$ cat config.mk
export PLATFORM = sky130hd
export DESIGN_NAME = btb_update_ctrl_flat
export DESIGN_NICKNAME = d
export VERILOG_FILES = /design/src/rtl/btb_update_ctrl_if.sv /design/src/rtl/btb_update_ctrl.sv /design/src/flat_wrapper.sv
export SDC_FILE = /design/constraint.sdc
export NUM_CORES = 1
export LEC_CHECK = 0
export CAP_MARGIN = 20
export CORE_AREA = 2 2 84 86
export CTS_BUF_LIST = sky130_fd_sc_hd__clkbuf_16
export CTS_CLUSTER_DIAMETER = 200
export DETAILED_ROUTE_END_ITERATION = 8
export DIE_AREA = 0 0 86 88
export PLACE_DENSITY_LB_ADDON = 0.15
export REMOVE_ABC_BUFFERS = 1
export SLEW_MARGIN = 10
export SYNTH_ARGS = -nofsm -noshare
export SYNTH_HDL_FRONTEND = slang
export SYNTH_SLANG_ARGS = --single-unit
$ cat constraint.sdc
create_clock -name clk -period 2.25 [get_ports clk]
set_input_delay 0.45 -clock clk [delete_from_list [all_inputs] [get_ports clk]]
set_output_delay 0.45 -clock clk [all_outputs]
set_load 0.1 [all_outputs]
$ cat src/rtl/btb_update_ctrl_if.sv
// ---------------------------------------------------------------------------
// btb_update_ctrl_if
//   Bundles the decode-stage branch resolution bus and the BTB write port
//   used by btb_update_ctrl.
//
//   Resolution bus (driven by the pipeline, the master side):
//     enable         pipeline advance (not stalled)
//     is_branch      ID holds a resolved branch/jump this cycle
//     actual_taken   resolved direction
//     actual_target  resolved target address
//     pred_taken     IF/ID-pipelined predicted direction
//     pred_hit       IF/ID-pipelined BTB valid bit
//     pred_target    IF/ID-pipelined BTB predicted target
//     id_pc_idx      IF/ID-pipelined PC[3:0], the BTB index
//   Controller outputs (driven by the controller, the slave side):
//     mispredict     combinational flush request for IF/ID
//     btb_wen        BTB write enable
//     btb_idx        BTB write index
//     btb_target     BTB write data
//     pend           write buffer occupied
// ---------------------------------------------------------------------------
interface btb_update_ctrl_if;
    logic        enable;
    logic        is_branch;
    logic        actual_taken;
    logic [15:0] actual_target;
    logic        pred_taken;
    logic        pred_hit;
    logic [15:0] pred_target;
    logic [3:0]  id_pc_idx;

    logic        mispredict;
    logic        btb_wen;
    logic [3:0]  btb_idx;
    logic [15:0] btb_target;
    logic        pend;

    modport master (
        output enable, is_branch, actual_taken, actual_target,
               pred_taken, pred_hit, pred_target, id_pc_idx,
        input  mispredict, btb_wen, btb_idx, btb_target, pend
    );

    modport slave (
        input  enable, is_branch, actual_taken, actual_target,
               pred_taken, pred_hit, pred_target, id_pc_idx,
        output mispredict, btb_wen, btb_idx, btb_target, pend
    );
endinterface

$ cat src/rtl/btb_update_ctrl.sv
// ---------------------------------------------------------------------------
// btb_update_ctrl
//   Decode-stage branch resolution and BTB write-back controller (writer side
//   of the 16-entry BTB). Compares the prediction carried down IF/ID against
//   the resolved outcome, raises a same-cycle mispredict, and queues BTB
//   updates through a 1-deep pending buffer so the write lands one cycle
//   after resolution. Also keeps saturating branch/mispredict counters.
//
//   Ports:
//     clk        system clock, rising edge
//     rst        asynchronous active-high reset
//     bus        btb_update_ctrl_if.slave (resolution inputs, BTB write port)
//     br_count   resolved branches, saturating, CNT_W bits
//     mis_count  mispredicts, saturating, CNT_W bits
//
//   state | meaning
//   ------+-----------------------------------------------------------------
//   IDLE  | write buffer empty, btb_wen held low
//   PEND  | buffer holds an entry; it is written on the next enable=1 cycle
// ---------------------------------------------------------------------------
module btb_update_ctrl #(
    parameter int CNT_W = 16
) (
    input  logic             clk,
    input  logic             rst,
    btb_update_ctrl_if.slave bus,
    output logic [CNT_W-1:0] br_count,
    output logic [CNT_W-1:0] mis_count
);

    typedef enum logic {
        IDLE = 1'b0,
        PEND = 1'b1
    } state_t;

    state_t      state;
    state_t      state_nxt;

    logic        res;
    logic        mis_c;
    logic        need_wr;
    logic        capture;

    logic [3:0]  buf_idx;
    logic [15:0] buf_target;

    localparam logic [CNT_W-1:0] CNT_MAX = {CNT_W{1'b1}};

    // Resolution qualifiers. The pred_* terms are only evaluated inside the
    // res branch so unknown prediction data on non-branch cycles stays out of
    // mispredict, need_wr and everything derived from them.
    always_comb begin
        res     = bus.enable & bus.is_branch;
        mis_c   = 1'b0;
        need_wr = 1'b0;
        if (res) begin
            mis_c   = (bus.actual_taken != bus.pred_taken) |
                      (bus.actual_taken & bus.pred_taken &
                       (bus.pred_target != bus.actual_target));
            need_wr = bus.actual_taken &
                      (~bus.pred_hit | (bus.pred_target != bus.actual_target));
        end
    end

    // Next-state. need_wr already implies enable, so a stalled PEND simply
    // holds its entry. In PEND with enable=1 the buffered entry is written
    // this cycle, which frees the buffer for a new capture in the same cycle.
    always_comb begin
        state_nxt = state;
        capture   = 1'b0;
        case (state)
            IDLE: begin
                if (need_wr) begin
                    capture   = 1'b1;
                    state_nxt = PEND;
                end
            end
            PEND: begin
                if (bus.enable) begin
                    if (need_wr) begin
                        capture   = 1'b1;
                        state_nxt = PEND;
                    end else begin
                        state_nxt = IDLE;
                    end
                end
            end
            default: state_nxt = IDLE;
        endcase
    end

    always_ff @(posedge clk or posedge rst) begin
        if (rst) begin
            state <= IDLE;
        end else begin
            state <= state_nxt;
        end
    end

    // Write buffer; contents persist while IDLE so btb_idx/btb_target show
    // the last captured entry.
    always_ff @(posedge clk or posedge rst) begin
        if (rst) begin
            buf_idx    <= 4'd0;
            buf_target <= 16'd0;
        end else if (capture) begin
            buf_idx    <= bus.id_pc_idx;
            buf_target <= bus.actual_target;
        end
    end

    always_ff @(posedge clk or posedge rst) begin
        if (rst) begin
            br_count  <= '0;
            mis_count <= '0;
        end else begin
            if (res && (br_count != CNT_MAX)) begin
                br_count <= br_count + 1'b1;
            end
            if (mis_c && (mis_count != CNT_MAX)) begin
                mis_count <= mis_count + 1'b1;
            end
        end
    end

    assign bus.mispredict = mis_c;
    assign bus.pend       = (state == PEND);
    assign bus.btb_wen    = (state == PEND) & bus.enable;
    assign bus.btb_idx    = buf_idx;
    assign bus.btb_target = buf_target;

endmodule

$ cat src/flat_wrapper.sv
// flat-port wrapper written by rule: the top's interface ports become plain ports
module btb_update_ctrl_flat 
#(
    parameter int CNT_W = 16
)
  (clk, rst, br_count, mis_count, bus_enable, bus_is_branch, bus_actual_taken, bus_actual_target, bus_pred_taken, bus_pred_hit, bus_pred_target, bus_id_pc_idx, bus_mispredict, bus_btb_wen, bus_btb_idx, bus_btb_target, bus_pend);
  btb_update_ctrl_if bus_i ();
  input  logic clk;
  input  logic rst;
  output logic [CNT_W-1:0] br_count;
  output logic [CNT_W-1:0] mis_count;
  input wire logic [$bits(bus_i.enable)-1:0] bus_enable;
  input wire logic [$bits(bus_i.is_branch)-1:0] bus_is_branch;
  input wire logic [$bits(bus_i.actual_taken)-1:0] bus_actual_taken;
  input wire logic [$bits(bus_i.actual_target)-1:0] bus_actual_target;
  input wire logic [$bits(bus_i.pred_taken)-1:0] bus_pred_taken;
  input wire logic [$bits(bus_i.pred_hit)-1:0] bus_pred_hit;
  input wire logic [$bits(bus_i.pred_target)-1:0] bus_pred_target;
  input wire logic [$bits(bus_i.id_pc_idx)-1:0] bus_id_pc_idx;
  output wire logic [$bits(bus_i.mispredict)-1:0] bus_mispredict;
  output wire logic [$bits(bus_i.btb_wen)-1:0] bus_btb_wen;
  output wire logic [$bits(bus_i.btb_idx)-1:0] bus_btb_idx;
  output wire logic [$bits(bus_i.btb_target)-1:0] bus_btb_target;
  output wire logic [$bits(bus_i.pend)-1:0] bus_pend;
  assign bus_i.enable = bus_enable;
  assign bus_i.is_branch = bus_is_branch;
  assign bus_i.actual_taken = bus_actual_taken;
  assign bus_i.actual_target = bus_actual_target;
  assign bus_i.pred_taken = bus_pred_taken;
  assign bus_i.pred_hit = bus_pred_hit;
  assign bus_i.pred_target = bus_pred_target;
  assign bus_i.id_pc_idx = bus_id_pc_idx;
  assign bus_mispredict = bus_i.mispredict;
  assign bus_btb_wen = bus_i.btb_wen;
  assign bus_btb_idx = bus_i.btb_idx;
  assign bus_btb_target = bus_i.btb_target;
  assign bus_pend = bus_i.pend;
  btb_update_ctrl #(.CNT_W(CNT_W)) u_core (.clk(clk), .rst(rst), .bus(bus_i), .br_count(br_count), .mis_count(mis_count));
endmodule
==> results <==
- The HPWL after detailed placement is 4114 um.
- The wire length of the first global-routing pass is 9239 um.
- The clock latency at the later pin of the worst-skew pair is 280 ps.
- The instance area after placement is 3626 sq um.
- The critical path in this run is classified as in -> out.
- Row generation in the floorplan step produced 30 rows.
- The iteration count of the initial detailed-routing pass is 4.
- The via count of the first global-routing pass was 1970.
- The share of synthesized area in the top cell type comes to 0.5136.
- Subtracting the final worst setup slack from the clock period gives 2189 ps.
- The transition time of the tightest slew-check pin is 553.4 ps.
- The I/O pin count is 98.
- Derived from the worst setup path, the maximum achievable clock frequency is 456.8 MHz.
- Setup repair after global routing left no endpoint under its margin.
- The final design area excluding fillers is 3826 sq um.
- STA classifies the critical path endpoint as an output port.
- The worst pin sits at a relative slew slack of 0.6303.
- The flip-flop and latch count after synthesis is 53.
- The die covers 7568 sq um.
- The run finished with clean final reports.
- The number of clock sinks is 53.
- The count of warnings emitted by yosys is 0.
- Dividing total power by cell area gives a power density of 1031 nW/um^2.
- The core region is 6644 sq um.
- The initial antenna violation count is 0.
- OpenSTA, run right after detailed placement, puts the worst setup slack at -378.7 ps.
- The post-route total power is 0.003946 W.
- Leaving out filler cells and counting taps, the final layout contains 408.
- The share of the Yosys chip area taken by registers is 0.5136.
- The tree is rooted in a sky130_fd_sc_hd__clkbuf_16.
- In the final layout, the share of cells above drive strength 1 is 0.3262.
- The main flop type after synthesis is sky130_fd_sc_hd__dfrtp_1.
- Yosys attributes the largest share of cell area to sky130_fd_sc_hd__dfrtp_1 51%, sky130_fd_sc_hd__xnor2_1 14%, sky130_fd_sc_hd__mux2_4 11%.
- The arrival time at the worst endpoint is 1740 ps.
- In this run, placement finished with an instance count of 398.
- The total of hold buffers inserted after clock tree synthesis is 0.
- No sink is reached through more buffers than the 2 on the longest clock path.
- The height of the chip is 88 um.
- The mean area per synthesized cell is 12.18 sq um.
- The total vias in the final route is 1965.
- The number of max-slew violations in the final report came to 0.
- The number of enable flip-flop cells after synthesis is 0.
- At the end of routability-driven placement, the weighted congestion stood at 0.7870.
- The final antenna-violating net count is 0.
- The number of vias per cell after detailed routing is 4.816.
- The number of different library cells used by synthesis comes to 30.
- For this run, design rule violations remaining after detail routing come to 0.
- Dividing the final minimum period by the clock period gives 0.9729.
- The required time reported for the critical path endpoint is 1800 ps.
- Summed over all layers, the global routing overflow is 0.
- The number of DRC violations after detailed-routing iteration 0 is 75.
- The number of failing hold endpoints at the final stage was 0.
- The effective utilization at floorplan is 0.3887.
- TritonCTS created 5 clock buffers.
- The per-cell routed wire length is 13.83 um.
- The number of buffers added on ports is 97.
- The kind of start point of the critical path is an input pin.
- The largest vdd supply drop is 0.6750 mV.
- The synthesized netlist occupies a cell area of 2582 sq um.
- The number of antenna diodes in the final layout is 0.
- The type of the tightest min-delay check is in -> reg.
- TritonCTS built the clock tree.
- The global-route usage over all layers is 0.1548.
- The post-synthesis instance total is 212.
- The net count of the finished layout is 374.
- The peak fanout along the critical path is 2.
- The overall routed net length is 5644 um.
- The layout overhead on the synthesized area is 48.16%.
- The largest total area in the synthesized netlist belongs to sky130_fd_sc_hd__dfrtp_1.
- The number of H-tree levels is 2.
- The floorplan step set the die width to 86 um.
- Of all flip-flops after synthesis, the portion carrying an async set or reset was 1.000.
- For this design the static power due to leakage is 1.907 nW.
- Once layout is complete, the utilization of the core stands at 0.5759.
- Max-cap violations in this run came to 0.
- The clock arrives with 2.765 ps of skew.
- The clock transition at the register clock pins on the worst setup and hold paths after CTS is 60 ps.
- The number of endpoints failing setup at the final stage is 0.
- The largest net degree at the start of global routing is 54.
- Across all setup checks in the final design, the least slack found is 61.04 ps.
[logic make-up (layout without fill, tap and decap cells)]
group | Yosys count | after routing | synth area share
buffers and inverters | 9 | 124 | 0.02132
AO/OA/AOI/OAI | 8 | 9 | 0.02665
AND/OR/NAND/NOR | 72 | 72 | 0.1487
flip-flops | 53 | 53 | 0.5136
adder cells (fa/ha/maj) | 3 | 3 | 0.01454
multiplexers | 21 | 21 | 0.1192
XOR/XNOR | 46 | 46 | 0.1560
[state kept, by name, summed over array words and instances, names as in the netlist]
signal,count
u_core.bus.btb_target,16
u_core.bus.pend,1
u_core.bus.btb_idx,4
u_core.br_count,16
u_core.mis_count,16
[synthesized netlist by cell type (all sizes together) (4+ instances only)]
cell type and number:
nor2 8, buf 5, nand2 19, mux2 21, inv 4, xor2 4, nand4 15, dfrtp 53
nand3 15, and3 8, xnor2 42
[final cells by class]
type	count	area, sq um
Clock inverter	2	7.507
Inverter	4	15.01
Tap cell	80	100.1
Timing Repair Buffer	113	1012
Clock buffer	5	125.1
Multi-Input combinational cell	151	1240
Fill cell	596	2818
Sequential cell	53	1326
[final timing paths]
kind,cells past startpoint,to,from,slack [ps]
worst max register to register,5,u_core.mis_count[10],u_core.mis_count[4],460
worst min register to register,1,u_core.mis_count[8],u_core.mis_count[8],490
worst max-delay path,7,bus_mispredict,bus_actual_target[4],60
min in group asynchronous,3,u_core.br_count[15],rst,540
max in group asynchronous,3,u_core.bus.btb_target[4],rst,1480
worst min-delay path,2,u_core.bus.btb_target[5],bus_actual_target[5],460
[cell usage in the layout (no fill, tap or decap), types with 2 or more instances in the layout]
| cell | instances |
|---|---|
| sky130_fd_sc_hd__nand3_1 | 15 |
| sky130_fd_sc_hd__xnor2_1 | 40 |
| sky130_fd_sc_hd__mux2_4 | 19 |
| sky130_fd_sc_hd__ha_1 | 3 |
| sky130_fd_sc_hd__dlymetal6s2s_1 | 16 |
| sky130_fd_sc_hd__clkdlybuf4s15_1 | 7 |
| sky130_fd_sc_hd__clkbuf_16 | 5 |
| sky130_fd_sc_hd__nor2_1 | 8 |
| sky130_fd_sc_hd__dfrtp_1 | 53 |
| sky130_fd_sc_hd__and3_1 | 7 |
| sky130_fd_sc_hd__xnor2_2 | 2 |
| sky130_fd_sc_hd__inv_1 | 4 |
| sky130_fd_sc_hd__buf_12 | 3 |
| sky130_fd_sc_hd__mux2_2 | 2 |
| sky130_fd_sc_hd__clkdlybuf4s50_1 | 10 |
| sky130_fd_sc_hd__nand2_1 | 19 |
| sky130_fd_sc_hd__clkbuf_2 | 2 |
| sky130_fd_sc_hd__xor2_1 | 4 |
| sky130_fd_sc_hd__dlygate4sd2_1 | 7 |
| sky130_fd_sc_hd__nand4_1 | 15 |
| sky130_fd_sc_hd__buf_4 | 68 |
| sky130_fd_sc_hd__a21oi_4 | 2 |
| sky130_fd_sc_hd__and2_1 | 2 |
[layer usage]
layer  GRT usage  up-vias  part of all wire
met5           0        -                 0
met4     0.05195        0             0.015
met3     0.05467        8             0.090
met2      0.2375       76              0.45
met1      0.2047      916              0.45
li1            -      965                 -
[report_power, final]
| part | total (W) | internal [W] | switching (W) |
|---|---|---|---|
| Clock | 0.000706 | 0.000399 | 0.000308 |
| Sequential | 0.00129 | 0.00111 | 0.000173 |
| Combinational | 0.00195 | 0.000488 | 0.00146 |
[critical path: stages]
cell                            delay [ps]
sky130_fd_sc_hd__dlygate4sd2_1         250
sky130_fd_sc_hd__xnor2_1               130
sky130_fd_sc_hd__nand4_1               190
sky130_fd_sc_hd__nor4_4                290
sky130_fd_sc_hd__buf_4                 170
sky130_fd_sc_hd__o31ai_4                80
sky130_fd_sc_hd__buf_12                180
[timing repair]
| item | 4_1_cts | 5_1_grt |
|---|---|---|
| pin swaps | 9 | 20 |
| buffers inserted | 2 | 0 |
| endpoints found under the setup margin | 21 | 2 |
| gates cloned | 1 | 0 |
| resized for setup | 18 | 28 |
[stage by stage]
| stage | hold WS [ps] | setup TNS, ps |
|---|---|---|
| after floorplan | 598.1 | -3011 |
| after global placement | 480.5 | -9045 |
| after detailed placement | 487.4 | -10270 |
| after CTS | 496.1 | -161.0 |
| after global routing | 454.2 | 0 |
| final | 458.0 | 0 |
Power figures use the tool's default switching activity.
